File: config.mk
export PLATFORM = sky130hd
export DESIGN_NAME = instr_fetch
export DESIGN_NICKNAME = d
export VERILOG_FILES = /design/src/rtl/instr_fetch.sv
export SDC_FILE = /design/constraint.sdc
export NUM_CORES = 1
export LEC_CHECK = 0
export ABC_AREA = 1
export CORE_MARGIN = 1
export CORE_UTILIZATION = 45
export DETAILED_ROUTE_END_ITERATION = 12
export PLACE_DENSITY_LB_ADDON = 0.3
export SYNTH_ARGS = -nofsm -noshare
export SYNTH_HDL_FRONTEND = slang
export SYNTH_SLANG_ARGS = --single-unit
File: constraint.sdc
create_clock -name clk -period 3.68 [get_ports clk]
set_input_delay 0.368 -clock clk [delete_from_list [all_inputs] [get_ports clk]]
set_output_delay 0.368 -clock clk [all_outputs]
set_load 0.005 [all_outputs]
File: src/rtl/instr_fetch.sv
// Fetch stage of the multi-cycle RV32 core.
// Owns PC, next-PC and IR, and runs a single-outstanding req/gnt/rvalid
// handshake with instruction memory. The fetched word stays frozen until the
// controller pulses advance, which selects a sequential or PC-relative next PC.
module instr_fetch #(
    parameter logic [31:0] RESET_PC  = 32'h0000_0000,
    parameter logic [31:0] NOP_INSTR = 32'h0000_0013
) (
    input  logic        clk,
    input  logic        rst,
    output logic        imem_req,
    output logic [31:0] imem_addr,
    input  logic        imem_gnt,
    input  logic        imem_rvalid,
    input  logic [31:0] imem_rdata,
    output logic [31:0] instruction,
    output logic        instr_valid,
    output logic [31:0] pc,
    output logic [31:0] pc_plus4,
    input  logic        advance,
    input  logic        taken,
    input  logic [31:0] target_offset,
    output logic        fetch_err,
    output logic [31:0] instr_count
);

    typedef enum logic [2:0] {
        StReset,
        StReq,
        StWait,
        StHold,
        StErr
    } state_e;

    state_e      state_q, state_d;
    logic [31:0] npc_q, npc_d;
    logic [31:0] pc_q, pc_d;
    logic [31:0] ir_q, ir_d;
    logic        valid_q, valid_d;
    logic        err_q, err_d;
    logic [31:0] instr_count_q, instr_count_d;

    logic [31:0] target;
    logic        misaligned;
    logic        latch_rsp;
    logic        accept_adv;

    assign target     = pc_q + target_offset;
    assign misaligned = taken && (target[1:0] != 2'b00);
    // Response is accepted in WAIT, or in REQ when it arrives with the grant.
    assign latch_rsp  = imem_rvalid &&
                        ((state_q == StWait) || ((state_q == StReq) && imem_gnt));
    assign accept_adv = (state_q == StHold) && advance;

    // State register; reset abandons any in-flight request.
    always_ff @(posedge clk or posedge rst) begin
        if (rst) begin
            state_q <= StReset;
        end else begin
            state_q <= state_d;
        end
    end

    // Next-state logic.
    always_comb begin
        state_d = state_q;
        unique case (state_q)
            StReset: state_d = StReq;
            StReq: begin
                if (imem_gnt) begin
                    state_d = imem_rvalid ? StHold : StWait;
                end
            end
            StWait: begin
                if (imem_rvalid) begin
                    state_d = StHold;
                end
            end
            StHold: begin
                if (advance) begin
                    state_d = misaligned ? StErr : StReq;
                end
            end
            StErr:   state_d = StErr;
            default: state_d = StReset;
        endcase
    end

    // FSM-driven outputs.
    always_comb begin
        imem_req = (state_q == StReq);
    end

    // Datapath registers: npc, pc, IR, valid flag, sticky error, retire count.
    always_ff @(posedge clk or posedge rst) begin
        if (rst) begin
            npc_q         <= RESET_PC;
            pc_q          <= RESET_PC;
            ir_q          <= NOP_INSTR;
            valid_q       <= 1'b0;
            err_q         <= 1'b0;
            instr_count_q <= 32'd0;
        end else begin
            npc_q         <= npc_d;
            pc_q          <= pc_d;
            ir_q          <= ir_d;
            valid_q       <= valid_d;
            err_q         <= err_d;
            instr_count_q <= instr_count_d;
        end
    end

    // Datapath next-state: latch on response, update npc/count on advance.
    always_comb begin
        npc_d         = npc_q;
        pc_d          = pc_q;
        ir_d          = ir_q;
        valid_d       = valid_q;
        err_d         = err_q;
        instr_count_d = instr_count_q;
        if (latch_rsp) begin
            ir_d    = imem_rdata;
            pc_d    = npc_q;
            valid_d = 1'b1;
        end
        if (accept_adv) begin
            instr_count_d = instr_count_q + 32'd1;
            valid_d       = 1'b0;
            // A misaligned redirect leaves npc alone and parks the stage in ERR.
            if (misaligned) begin
                err_d = 1'b1;
            end else begin
                npc_d = taken ? target : (pc_q + 32'd4);
            end
        end
    end

    assign imem_addr   = npc_q;
    assign instruction = ir_q;
    assign instr_valid = valid_q;
    assign pc          = pc_q;
    assign pc_plus4    = pc_q + 32'd4;
    assign fetch_err   = err_q;
    assign instr_count = instr_count_q;

endmodule

Word level (Yosys, flattened, before mapping) --
Index checks and enable logic that the tools add are counted.
Word-level totals: output and inout port bits 163, register bits 133, word-level logic and storage cells 38, input port bits 70
Cells by class: reductions and logical operators 11, bitwise operators 1, add/sub/neg operators 3, equal/unequal tests 7, multiplexer cells 9
Operator list (number):
- 32-bit by 1-bit adder with 32-bit output, second input constant | 1
- 32-bit by 3-bit adder with 32-bit output, second input constant | 1
- 32-bit adder | 1
- 32-bit 2-to-1 mux | 1
- 3-bit one-hot mux with 5 select lines | 1
- 3-bit 2-to-1 mux | 4
- 3-bit by 2-bit == test with 1-bit output, second input constant | 2
- 1-bit logical AND | 4
- 2-bit != test, second input constant | 2
- 2-bit AND reduction | 2
- 2-bit nonzero test | 2
- 3-bit by 1-bit == test with 1-bit output, second input constant | 1
- 3-bit == test, second input constant | 1
- 3-bit logical NOT | 1
- 1-bit 2-to-1 mux | 3
- 3-bit AND reduction | 1
- 2-bit by 1-bit != test with 1-bit output, second input constant | 1
- 1-bit logical OR | 1
- 1-bit inverter | 1

Longest topological paths before layout --
Gate-level depths: netlist of the first run.
depth after elaboration 6, mapped depth 14, gate-level depth less buffers 14

Worst setup path after synthesis of the first run --
No wires, ideal clock.
path kind reg2reg, start point register pc_q[0], in the netlist pc[0], end point register npc_q[13], in the netlist imem_addr[13], arrival 1.930 ns, path buffers 1, cell stages (with the launch flop) 10, data required time 3.558 ns, slack 1.628 ns, clock period less this slack 2.052 ns, setup time 0.122 ns, cells stage by stage dfrtp_1 > ha_1 > fa_1 > o21ai_0 > inv_1 > nor2_2 > inv_1 > clkbuf_1 > a21oi_1 > a21oi_1
On the way: word-level cells in the longest chain between the ends 5, elaborated cells between the ends (all ways) 7, those cells by class add/sub: 2; mux: 1; bitwise: 1; reduce/logical: 3
RTL lines:
- start: declaration | line 37 | logic [31:0] pc_q, pc_d;
- start signal: assignment | line 105 | pc_q <= pc_d;
- 32-bit adder | line 48 | assign target = pc_q + target_offset;
- 2-bit nonzero test | line 49 | assign misaligned = taken && (target[1:0] != 2'b00);
- 1-bit logical AND | line 49
- 1-bit inverter (no line)
- 2-bit AND reduction (no line)
- end signal: assignment | line 104 | npc_q <= npc_d;
- end: declaration | line 36 | logic [31:0] npc_q, npc_d;
Parallel ways exist; a longest one is shown, timed or not. A chain may end at the register's enable or synchronous reset.

Final worst setup path of the first run --
start point register pc_q[12], in the netlist pc[12], end point output pc_plus4[14]
On the way: word-level cells in the longest chain between the ends 1
RTL lines:
- 32-bit by 3-bit adder with 32-bit output | line 142 | assign pc_plus4 = pc_q + 32'd4;
- end: declaration | line 19 | output logic [31:0] pc_plus4,
No other way between the ends.

==> summary.md, run 1 <==
| Metric | Value |
|---|---|
| Worst min path class | `primary input to asynchronous set/reset pin` |
| Final Cycle Share | `86.29%` |
| Post-CTS sizing | `0` |
| Startpoint Class | `flip-flop` |
| I/O pin cnt | `233` |
| Post-synth EDFFs | `0` |
| Longest Clk Path Bufs | `2` |
| CTS Hold Bufs | `0` |
| Max-slew violations | `0` |
| Die area | `0.01997 mm2` |
| Yosys reg bits | `133` |
| Multiplexer area fraction after synthesis | `4.771%` |
| CTS tree | `built` |
| Dpl cell area | `0.01133 mm2` |
| Pwr/cell area | `803.8 mW/mm2` |
| Yosys top cell area share | `37.25%` |
| Die width | `141.3 um` |
| Final setup viols | `0` |
| Crit path DAT | `2.81 ns` |
| FILL cells | `1,708` |
| TritonCTS Buffers | `17` |
| Finished Layout Cells | `1,699` |
| Syn-to-layout area delta | `36.79%` |
| Final Util | `63.23%` |
| Synth Area in Compound Gates | `7.335%` |
| Syn. warnings | `0` |
| Count leader, synth | `nand2_1` |
| Tightest Pin Transition | `0.9435 ns` |
| Synth top cells by count | `nand2_1, inv_1, dfrtp_1, nor2_1, nand3_1` |
| Yosys top cell by area | `dfrtp_1` |
| Drt initial violations | `629` |
| Mapped Nets | `1,298` |
| Top_reg_cell synth | `dfrtp_1` |
| Core box area | `0.01889 mm2` |
| Gate Count Post-Synth | `1,194` |
| Unrepaired setup endpoints after global routing | `no` |
| Critical Path RT | `3.31 ns` |
| Synth top area cells | `dfrtp_1, nand2_1, inv_1` |
| Total chip power | `9.602 mW` |
| Fin Hold WS | `0.2721 ns` |
| NumNets Final | `1,530` |
| Avg WL per Cell | `16.98 um` |
| Layout cells sized above 1 | `6.810%` |
| Setup ws final | `0.5047 ns` |
| DRT Wirelength | `28,840 um` |
| IO buf count | `232` |
| Max-cap viol count | `0` |
| DR DRC count | `0` |
| Num rows | `50` |
| Synth Area in Adders | `4.957%` |
| Post-CTS Setup Bufs | `0` |
| Async set or reset register ratio after synthesis | `100.0%` |
| Largest family of logic cells by synthesized area | `simple AND/OR/NAND/NOR gates` |
| Leak | `5.921 nW` |
| Vias per std cell | `5.240` |
| Initial core utilization | `46.23%` |
| XOR/XNOR Fraction of Synth Area | `5.716%` |
| Peak VDD IR | `0.4258 mV` |
| Via count | `8,903` |
| DP HPWL | `22,220 um` |
| Synth cell types | `41` |
| CTS Sinks | `133` |
| Total gr overflow | `0` |
| Post-Syn Area | `0.008733 mm2` |
| Antenna diodes | `0` |
| Crit path max fanout | `5` |
| CTS root buffer | `clkbuf_16` |
| Final Cell Area | `0.01195 mm2` |
| Final Hold Vio Count | `0` |
| First-pass GRT wire length | `45,310 um` |
| Mean Syn Cell Area | `7.314 um2` |
| Placer Congestion | `0.9719` |
| Critical path class | `flip-flop to output pin` |
| Total track usage | `29.49%` |
| Die H | `141.3 um` |
| Fin crit period | `3.175 ns` |
| Antenna violations before repair | `0` |
| Clk slew on worst S/H paths | `0.06 ns` |
| Synth Area in Simple Gates | `30.40%` |
| CP endpoint kind | `output pin` |
| Final Skew | `0.007879 ns` |
| Worst-Skew Late Latency | `0.42 ns` |
| Status | `finished clean` |
| TritonRoute pass-1 iters | `5` |
| Slew HR | `37.10%` |
| Sequential element share of the synthesized area | `38.15%` |
| Sum Neg Setup Slack | `0 ns` |
| Antenna violation net count after detailed routing | `0` |
| Placed cell count | `1,667` |
| Largest net degree at the start of global routing | `120` |
| Fmax | `314.9 MHz` |
| CTS H-Tree Depth | `4` |
| Pre-CTS setup slack | `0.9125 ns` |
| Vias in the first global route | `8,575` |
## cell usage in the layout (no fill, tap or decap), types with 3 or more instances in the layout
| master | instances |
|---|---|
| mux2_2 | 37 |
| o21ai_1 | 3 |
| clkdlybuf4s50_1 | 232 |
| o21bai_1 | 5 |
| nand2_4 | 3 |
| nand2_1 | 347 |
| xor2_1 | 44 |
| inv_1 | 171 |
| dfstp_2 | 3 |
| o211ai_1 | 4 |
| nor2_4 | 3 |
| xnor2_1 | 13 |
| o21ai_0 | 47 |
| nor3_1 | 24 |
| or2_2 | 3 |
| nand3_1 | 78 |
| nor3_2 | 4 |
| o22ai_1 | 6 |
| a21oi_1 | 50 |
| ha_1 | 33 |
| nor2_1 | 118 |
| nand4_1 | 22 |
| clkinv_2 | 3 |
| bufinv_16 | 3 |
| clkinv_4 | 3 |
| clkinvlp_4 | 3 |
| clkbuf_16 | 17 |
| dfrtp_1 | 130 |
| buf_4 | 4 |
## sequential cells by signal (all words and copies together), names as in the netlist
register     count
instruction     32
pc              32
state_q          3
fetch_err        1
imem_addr       32
instr_valid      1
instr_count     32
## per-layer routing
layer | share of wire (%) | vias up | wire, um | global-route usage, %
met5 | 0 | - | 0 | 0
met4 | 3.0 | 0 | 851 | 10.58
met3 | 8.0 | 61 | 2320 | 6.480
met2 | 47 | 364 | 13490 | 47.55
met1 | 42 | 4195 | 12190 | 39.00
li1 | - | 4283 | - | -
## layout make-up
| cell class | count | area, um2 | area share [%] |
|---|---|---|---|
| Clock buffer | 18 | 439.2 | 3.676 |
| Tap cell | 260 | 325.3 | 2.723 |
| Timing Repair Buffer | 237 | 2372 | 19.86 |
| Clock inverter | 14 | 175.2 | 1.466 |
| Inverter | 173 | 653.1 | 5.467 |
| Sequential cell | 133 | 3332 | 27.89 |
| Multi-Input combinational cell | 864 | 4649 | 38.92 |
## critical path: stages, from the launching register on
cell and delay, ns:
dfrtp_1 0.50, inv_1 0.13, nor3_1 0.35, nand2_1 0.18
nor2_1 0.33, xor2_1 0.31, clkdlybuf4s50_1 0.58
## path summary, 6_finish.rpt
check,to,startpoint,slack [ns],cells past startpoint
min reg2reg,fetch_err,fetch_err,0.48,2
min,instruction[13],rst,0.27,2
max,pc_plus4[14],pc[12],0.50,6
max reg2reg,imem_addr[12],pc[0],1.21,9
min in group clk,fetch_err,fetch_err,0.48,2
max in group asynchronous,imem_addr[8],rst,2.45,3
## report_power, final
group          total [mW]  switching, mW  internal (mW)
logic                5.10           2.65           2.46
clock network        1.79          0.695           1.09
registers            2.71          0.675           2.04
## cell families (layout without fill, tap and decap cells)
group / Yosys count / in the layout
buf+inv: 197 / 442
simple gates: 616 / 616
compound gates: 120 / 120
fa+ha+maj: 34 / 34
flops: 133 / 133
xor+xnor: 57 / 57
mux: 37 / 37
Note: power is estimated with default switching activity, not from simulation.
==> run 2, diff against run 1 <==
Settings changed: SKIP_LAST_GASP set to 1.
==> results of run 2 <==
Final layout, timing and power as in run 1 (identical DEF).
